<file path="src/rtl/mem_arbiter.sv">
// Two-port round-robin arbiter sharing a single-port word memory between the CPU (port 0)
// and a boot/debug loader (port 1), with loader lock, starvation guard and registered memory bus.
module mem_arbiter #(
  parameter int unsigned AW       = 7,
  parameter int unsigned DW       = 16,
  parameter int unsigned MAX_LOCK = 255
) (
  input  logic          clk,
  input  logic          rst_n,
  input  logic          p0_req,
  input  logic          p0_we,
  input  logic [AW-1:0] p0_addr,
  input  logic [DW-1:0] p0_wdata,
  output logic          p0_gnt,
  output logic          p0_rvalid,
  output logic [DW-1:0] p0_rdata,
  input  logic          p1_req,
  input  logic          p1_we,
  input  logic [AW-1:0] p1_addr,
  input  logic [DW-1:0] p1_wdata,
  input  logic          p1_lock,
  output logic          p1_gnt,
  output logic          p1_rvalid,
  output logic [DW-1:0] p1_rdata,
  output logic          mem_we,
  output logic [AW-1:0] mem_addr,
  output logic [DW-1:0] mem_wdata,
  input  logic [DW-1:0] mem_rdata
);

  localparam int unsigned    CW      = (MAX_LOCK > 0) ? $clog2(MAX_LOCK + 1) : 1;
  localparam logic [CW-1:0]  CNT_MAX = CW'(MAX_LOCK);

  logic          last_p1;
  logic          lock_owner;
  logic [CW-1:0] lock_cnt;
  logic          gnt0;
  logic          gnt1;
  logic          xfer0;
  logic          xfer1;
  logic          rd_pend;
  logic          rd_port;

  always_comb begin
    gnt0 = 1'b0;
    gnt1 = 1'b0;
    if (p0_req && p1_req) begin
      if (lock_owner) begin
        // a saturated lock counter yields exactly one grant to the CPU
        if (lock_cnt == CNT_MAX) gnt0 = 1'b1;
        else                     gnt1 = 1'b1;
      end else if (last_p1) begin
        gnt0 = 1'b1;
      end else begin
        gnt1 = 1'b1;
      end
    end else begin
      gnt0 = p0_req;
      gnt1 = p1_req;
    end
  end

  assign p0_gnt = gnt0 & rst_n;
  assign p1_gnt = gnt1 & rst_n;
  assign xfer0  = p0_req & p0_gnt;
  assign xfer1  = p1_req & p1_gnt;

  always_ff @(posedge clk or negedge rst_n) begin
    if (!rst_n) begin
      last_p1    <= 1'b1;
      lock_owner <= 1'b0;
      lock_cnt   <= '0;
    end else if (xfer0) begin
      last_p1  <= 1'b0;
      lock_cnt <= '0;
    end else if (xfer1) begin
      last_p1 <= 1'b1;
      if (p1_lock) begin
        lock_owner <= 1'b1;
        if (p0_req && lock_cnt != CNT_MAX) lock_cnt <= lock_cnt + CW'(1);
      end else begin
        lock_owner <= 1'b0;
        lock_cnt   <= '0;
      end
    end
  end

  always_ff @(posedge clk or negedge rst_n) begin
    if (!rst_n) begin
      mem_we    <= 1'b0;
      mem_addr  <= '0;
      mem_wdata <= '0;
      rd_pend   <= 1'b0;
      rd_port   <= 1'b0;
      p0_rvalid <= 1'b0;
      p1_rvalid <= 1'b0;
    end else begin
      mem_we <= (xfer0 & p0_we) | (xfer1 & p1_we);
      if (xfer0) begin
        mem_addr  <= p0_addr;
        mem_wdata <= p0_wdata;
      end else if (xfer1) begin
        mem_addr  <= p1_addr;
        mem_wdata <= p1_wdata;
      end
      // the issuing port travels alongside the read so only it sees rvalid
      rd_pend   <= (xfer0 & ~p0_we) | (xfer1 & ~p1_we);
      rd_port   <= xfer1;
      p0_rvalid <= rd_pend & ~rd_port;
      p1_rvalid <= rd_pend & rd_port;
    end
  end

  assign p0_rdata = mem_rdata;
  assign p1_rdata = mem_rdata;

endmodule
</file>
<file path="config.mk">
export PLATFORM = sky130hd
export DESIGN_NAME = mem_arbiter
export DESIGN_NICKNAME = d
export VERILOG_FILES = /design/src/rtl/mem_arbiter.sv
export SDC_FILE = /design/constraint.sdc
export NUM_CORES = 1
export LEC_CHECK = 0
export CORE_ASPECT_RATIO = 1.25
export CORE_MARGIN = 2
export CORE_UTILIZATION = 28
export DETAILED_ROUTE_END_ITERATION = 6
export PLACE_DENSITY = 0.71
export SETUP_SLACK_MARGIN = 0.3
export SLEW_MARGIN = 40
export SYNTH_ARGS = -nofsm -noshare
export SYNTH_HDL_FRONTEND = slang
export SYNTH_SLANG_ARGS = --single-unit
</file>
<file path="constraint.sdc">
create_clock -name clk -period 4.1 [get_ports clk]
set_clock_uncertainty 0.2 [all_clocks]
set_input_delay 1.23 -clock clk [delete_from_list [all_inputs] [get_ports clk]]
set_output_delay 1.23 -clock clk [all_outputs]
set_load 0.02 [all_outputs]
</file>
### After elaboration in Yosys (flattened, before gate mapping)

Index checks and enable logic that the tools add are counted.

| word-level totals | value |
|---|---|
| bits of input ports | 69 |
| output and inout port bits | 60 |
| flip-flop bits (word level) | 38 |
| logic and storage cells | 54 |

| cells by class | value |
|---|---|
| $add $sub $neg | 1 |
| reduce and logical (&&, ||, !) cells | 5 |
| equal/unequal tests | 3 |
| multiplexer cells | 19 |
| bitwise operators | 16 |

Operators with widths:

| operator | count |
|---|---|
| $mux 16 | 2 |
| $mux 8 | 4 |
| $mux 7 | 2 |
| $mux 1 | 11 |
| $and 1x1->1 | 10 |
| $add 8x1->8 const B | 1 |
| $eq 8x8->1 const B | 1 |
| $ne 8x8->1 const B | 1 |
| $not 1->1 | 4 |
| $reduce_and 2->1 | 2 |
| $ne 3x1->1 const B | 1 |
| $logic_and 1x1->1 | 2 |
| $or 1x1->1 | 2 |
| $reduce_bool 2->1 | 1 |

### Depth between registers and ports, before layout

| depth | value |
|---|---|
| word-level depth | 8 |
| gate-level depth with buffers | 9 |
| depth with buffers taken out | 7 |

### Worst setup path after synthesis

Ideal clock, no wire load.

| path | value |
|---|---|
| kind | input -> output |
| start point | in p0_req |
| end point | out p0_gnt |
| setup slack | 636 ps |
| data required time | 2670 ps |
| buffers on the path | 3 |
| stages | 6 |
| arrival | 2034 ps |
| cell sequence | buf_2 > o211ai_1 > nand2_1 > and3_1 > buf_4 > buf_4 |

| between the ends | value |
|---|---|
| cells in the longest elaborated chain, start to end | 3 |

Ends and longest elaborated chain:

| what | RTL line | source |
|---|---|---|
| start, declared | 10 | `input logic p0_req,` |
| $logic_and 1x1->1 | 47 | `if (p0_req && p1_req) begin` |
| $mux 1 (*) | 47 |  |
| $and 1x1->1 (*) | 63 | `assign p0_gnt = gnt0 & rst_n;` |
| end, declared | 14 | `output logic p0_gnt,` |

Mark *: on every way between the ends. The rest lies on a longest branch, timed or not.

### Worst setup path in the final report

| path | value |
|---|---|
| start point | in p1_req |
| end point | out p1_gnt |

| between the ends | value |
|---|---|
| cells in the longest elaborated chain, start to end | 3 |

Ends and longest elaborated chain:

| what | RTL line | source |
|---|---|---|
| start, declared | 17 | `input logic p1_req,` |
| $logic_and 1x1->1 | 47 |  |
| $mux 1 (*) | 47 |  |
| $and 1x1->1 (*) | 64 | `assign p1_gnt = gnt1 & rst_n;` |
| end, declared | 22 | `output logic p1_gnt,` |

Marks and branches as above.

==> impl_metrics.csv <==
group,metric,value,unit
run_status,status,"finished clean",
global_route,grt_pass1_wl,8420,um
detailed_routing,wl_per_cell,14.4,um
global_route,antenna_found_initial,0,
clocking,cts_sinks,38,
clocking,post_cts_buffers,0,
detailed_routing,drt_wl_total,5020,um
finish,diodes,0,
placed_design,dp_hpwl,3650,um
sta,slew_headroom,60.1,%
worst_setup_path,cp_max_fo,4,
power_and_ir_drop,leakage,0.00134,uW
clocking,cts_root_buffer,"clkbuf_8",
detailed_routing,vias,1725,
sta,max_slew.worst_pin.slew,0.597,ns
die,dieArea,8260,um^2
min_path,hp-class,"reg2reg",
worst_setup_path,crit_path_start_kind,"input port",
worst_setup_path,cp_data_required_time,2.67,ns
finish,final_cells,348,
clocking,holdBufCountCts,0,
worst_setup_path,crit_type,"in2out",
power_and_ir_drop,fin_total_pwr,1340,uW
power_and_ir_drop,powerDensity,463,nW/um^2
synthesis,synth.distinct_cells,39,
global_route,grt.total_usage,13.2,%
detailed_routing,drc_errors,0,
finish,final_util,39.3,%
die,die_h,101,um
finish,finalNetCount,325,
sta,setup_violations,0,
global_route,grt.overflow.total,0,
sta,hold_viol,0,
synthesis,synth_warnings,0,
detailed_routing,drtPass1Iterations,4,
clocking,clk_path_buf_depth,2,
synthesis,syn_nets,275,
placed_design,gp_congestion,0.885,
synthesis,synthCells,205,
sta,timing.fmax,292,MHz
clocking,clk_pin_slew,0.09,ns
synthesis,async_flop_share,100,%
worst_setup_path,endpoint_kind,"output port",
sta,rsz0062_at_grt,"no",
finish,drive_above_1_share,9.77,%
detailed_routing,drtIter0Drc,51,
clocking,cts_tree,"done",
die,ios,129,
sta,finalCritPeriodShare,83.6,%
power_and_ir_drop,peakVddDrop,0.000223,V
die,std_cell_rows,35,
placed_design,portBuffers,80,
sta,period_minus_slack,3.43,ns
clocking,insertion_delay,0.29,ns
finish,area_delta_synth_final,36.7,%
sta,finalWorstSetupSlack,0.672,ns
sta,drv_slew,0,
clocking,htree_levels,2,
synthesis,synth-edff-count,0,
synthesis,syn_avg_cell_area,10.3,um^2
synthesis,yosys_register_bits,38,
placed_design,pre_cts_slack,-0.101,ns
detailed_routing,postRouteAntennaNets,0,
placed_design,dpl.cell_count,340,
detailed_routing,drt-vias-per-instance,4.96,
clocking,numCtsBuffers,5,
flow_run,maxCapViolCount,0,
die,die_w,81.7,um
worst_setup_path,crit_arrival,2.00,ns
synthesis,synth_area,2110,um^2
synthesis,yosysSeqAreaShare,45.1,%
global_route,grt_pass1_vias,1750,
die,core_area,7360,um^2
synthesis,synth_ff_type,"dfrtp_1",
global_route,grt_max_degree,34,
die,initial_core_util,28.7,%
-- cells in the mapped netlist, drive strengths merged, types with 2 or more instances --
master | n | area (um^2)
nand2 | 15 | 56.3
and2 | 2 | 15.0
dfrtp | 37 | 926
nand4 | 5 | 37.5
a22o | 24 | 210
a31oi | 6 | 37.5
o21ai | 5 | 25.0
o211ai | 4 | 30.0
buf | 43 | 319
inv | 3 | 11.3
nand3 | 6 | 35.0
o2bb2ai | 2 | 17.5
a21oi | 4 | 20.0
nor4b | 2 | 17.5
and3 | 4 | 25.0
a21o | 24 | 180
nor2 | 3 | 18.8
nand2b | 3 | 18.8
-- final timing paths --
check | depth (start not counted) | slack [ns] | end | from
max | 6 | 0.67 | p1_gnt | p1_req
min | 1 | 0.23 | p0_rvalid | rd_port
max reg2reg | 8 | 1.57 | mem_addr[6] | lock_cnt[0]
min reg2reg | 1 | 0.23 | p0_rvalid | rd_port
max in group asynchronous | 2 | 2.69 | last_p1 | rst_n
min in group asynchronous | 2 | 0.76 | lock_cnt[5] | rst_n
-- stage by stage --
stage / hold slack (ns) / setup TNS, ns / area (um^2)
after floorplan: 0.195 / 0 / 2110
after global placement: 0.198 / -0.117 / 2750
after detailed placement: 0.214 / -0.153 / 2750
after CTS: 0.225 / 0 / 2880
after global routing: 0.251 / 0 / 2890
final: 0.226 / 0 / 2890
-- power breakdown --
part / total [uW] / internal [uW] / switching [uW]
sequential: 511 / 455 / 56.0
combinational: 442 / 234 / 208
clock: 384 / 244 / 140
-- layout make-up --
cell class	count	area (um^2)
clock inverters	3	68.8
flip-flops and latches	38	952
well taps	92	115
clock buffers	5	68.8
inverters	3	11.3
repair buffers	87	846
fillers	748	4470
multi-input cells	120	827
-- timing repair --
item,CTS,global route
setup endpoints to repair,2,1
pin swaps,0,1
cloned,0,0
resized for setup,8,3
-- per-layer routing --
metal  global-route usage (%)  wire length (um)  vias up
li1                         -                 -      816
met1                     14.9              1950      828
met2                     21.9              2540       65
met3                     4.63               387       16
met4                     6.41               136        0
met5                        0                 0        -
-- logic make-up (layout without fill, tap and decap cells) --
family	after synthesis	in the layout	share of synthesized area [%]
AOI/OAI and AO/OA	73	73	26.0
adders and majority gates	1	1	0.592
buffers and inverters	47	98	15.8
DFF	38	38	45.1
and+or+nand+nor	46	46	12.6
-- registers in the layout (all words and copies together), names as in the netlist --
name        flops
mem_we          1
rd_pend         1
last_p1         1
mem_wdata      16
mem_addr        7
p0_rvalid       1
lock_owner      1
rd_port         1
lock_cnt        8
p1_rvalid       1
-- critical path, cell delays in order --
cell and delay [ns]:
dlymetal6s2s_1 0.15, and3_1 0.18, o21ai_1 0.08, and2_4 0.17, inv_1 0.04, buf_4 0.14
-- layout by cell type (no fill, tap or decap), drive strengths merged, types with 2 or more instances in the layout --
| master | Yosys | final |
|---|---|---|
| clkdlybuf4s50 | 0 | 75 |
| dfrtp | 37 | 37 |
| a22o | 24 | 24 |
| a21o | 24 | 24 |
| nand2 | 15 | 15 |
| buf | 43 | 10 |
| a31oi | 6 | 6 |
| nand3 | 6 | 6 |
| clkbuf | 1 | 5 |
| nand4 | 5 | 5 |
| o21ai | 5 | 5 |
| o211ai | 4 | 4 |
| and3 | 4 | 4 |
| a21oi | 4 | 4 |
| nand2b | 3 | 3 |
| inv | 3 | 3 |
| nor2 | 3 | 3 |
| nor4b | 2 | 2 |
| o2bb2ai | 2 | 2 |
| bufinv | 0 | 2 |
| dlymetal6s2s | 0 | 2 |
| and2 | 2 | 2 |
(Power assumes the default switching activity.)
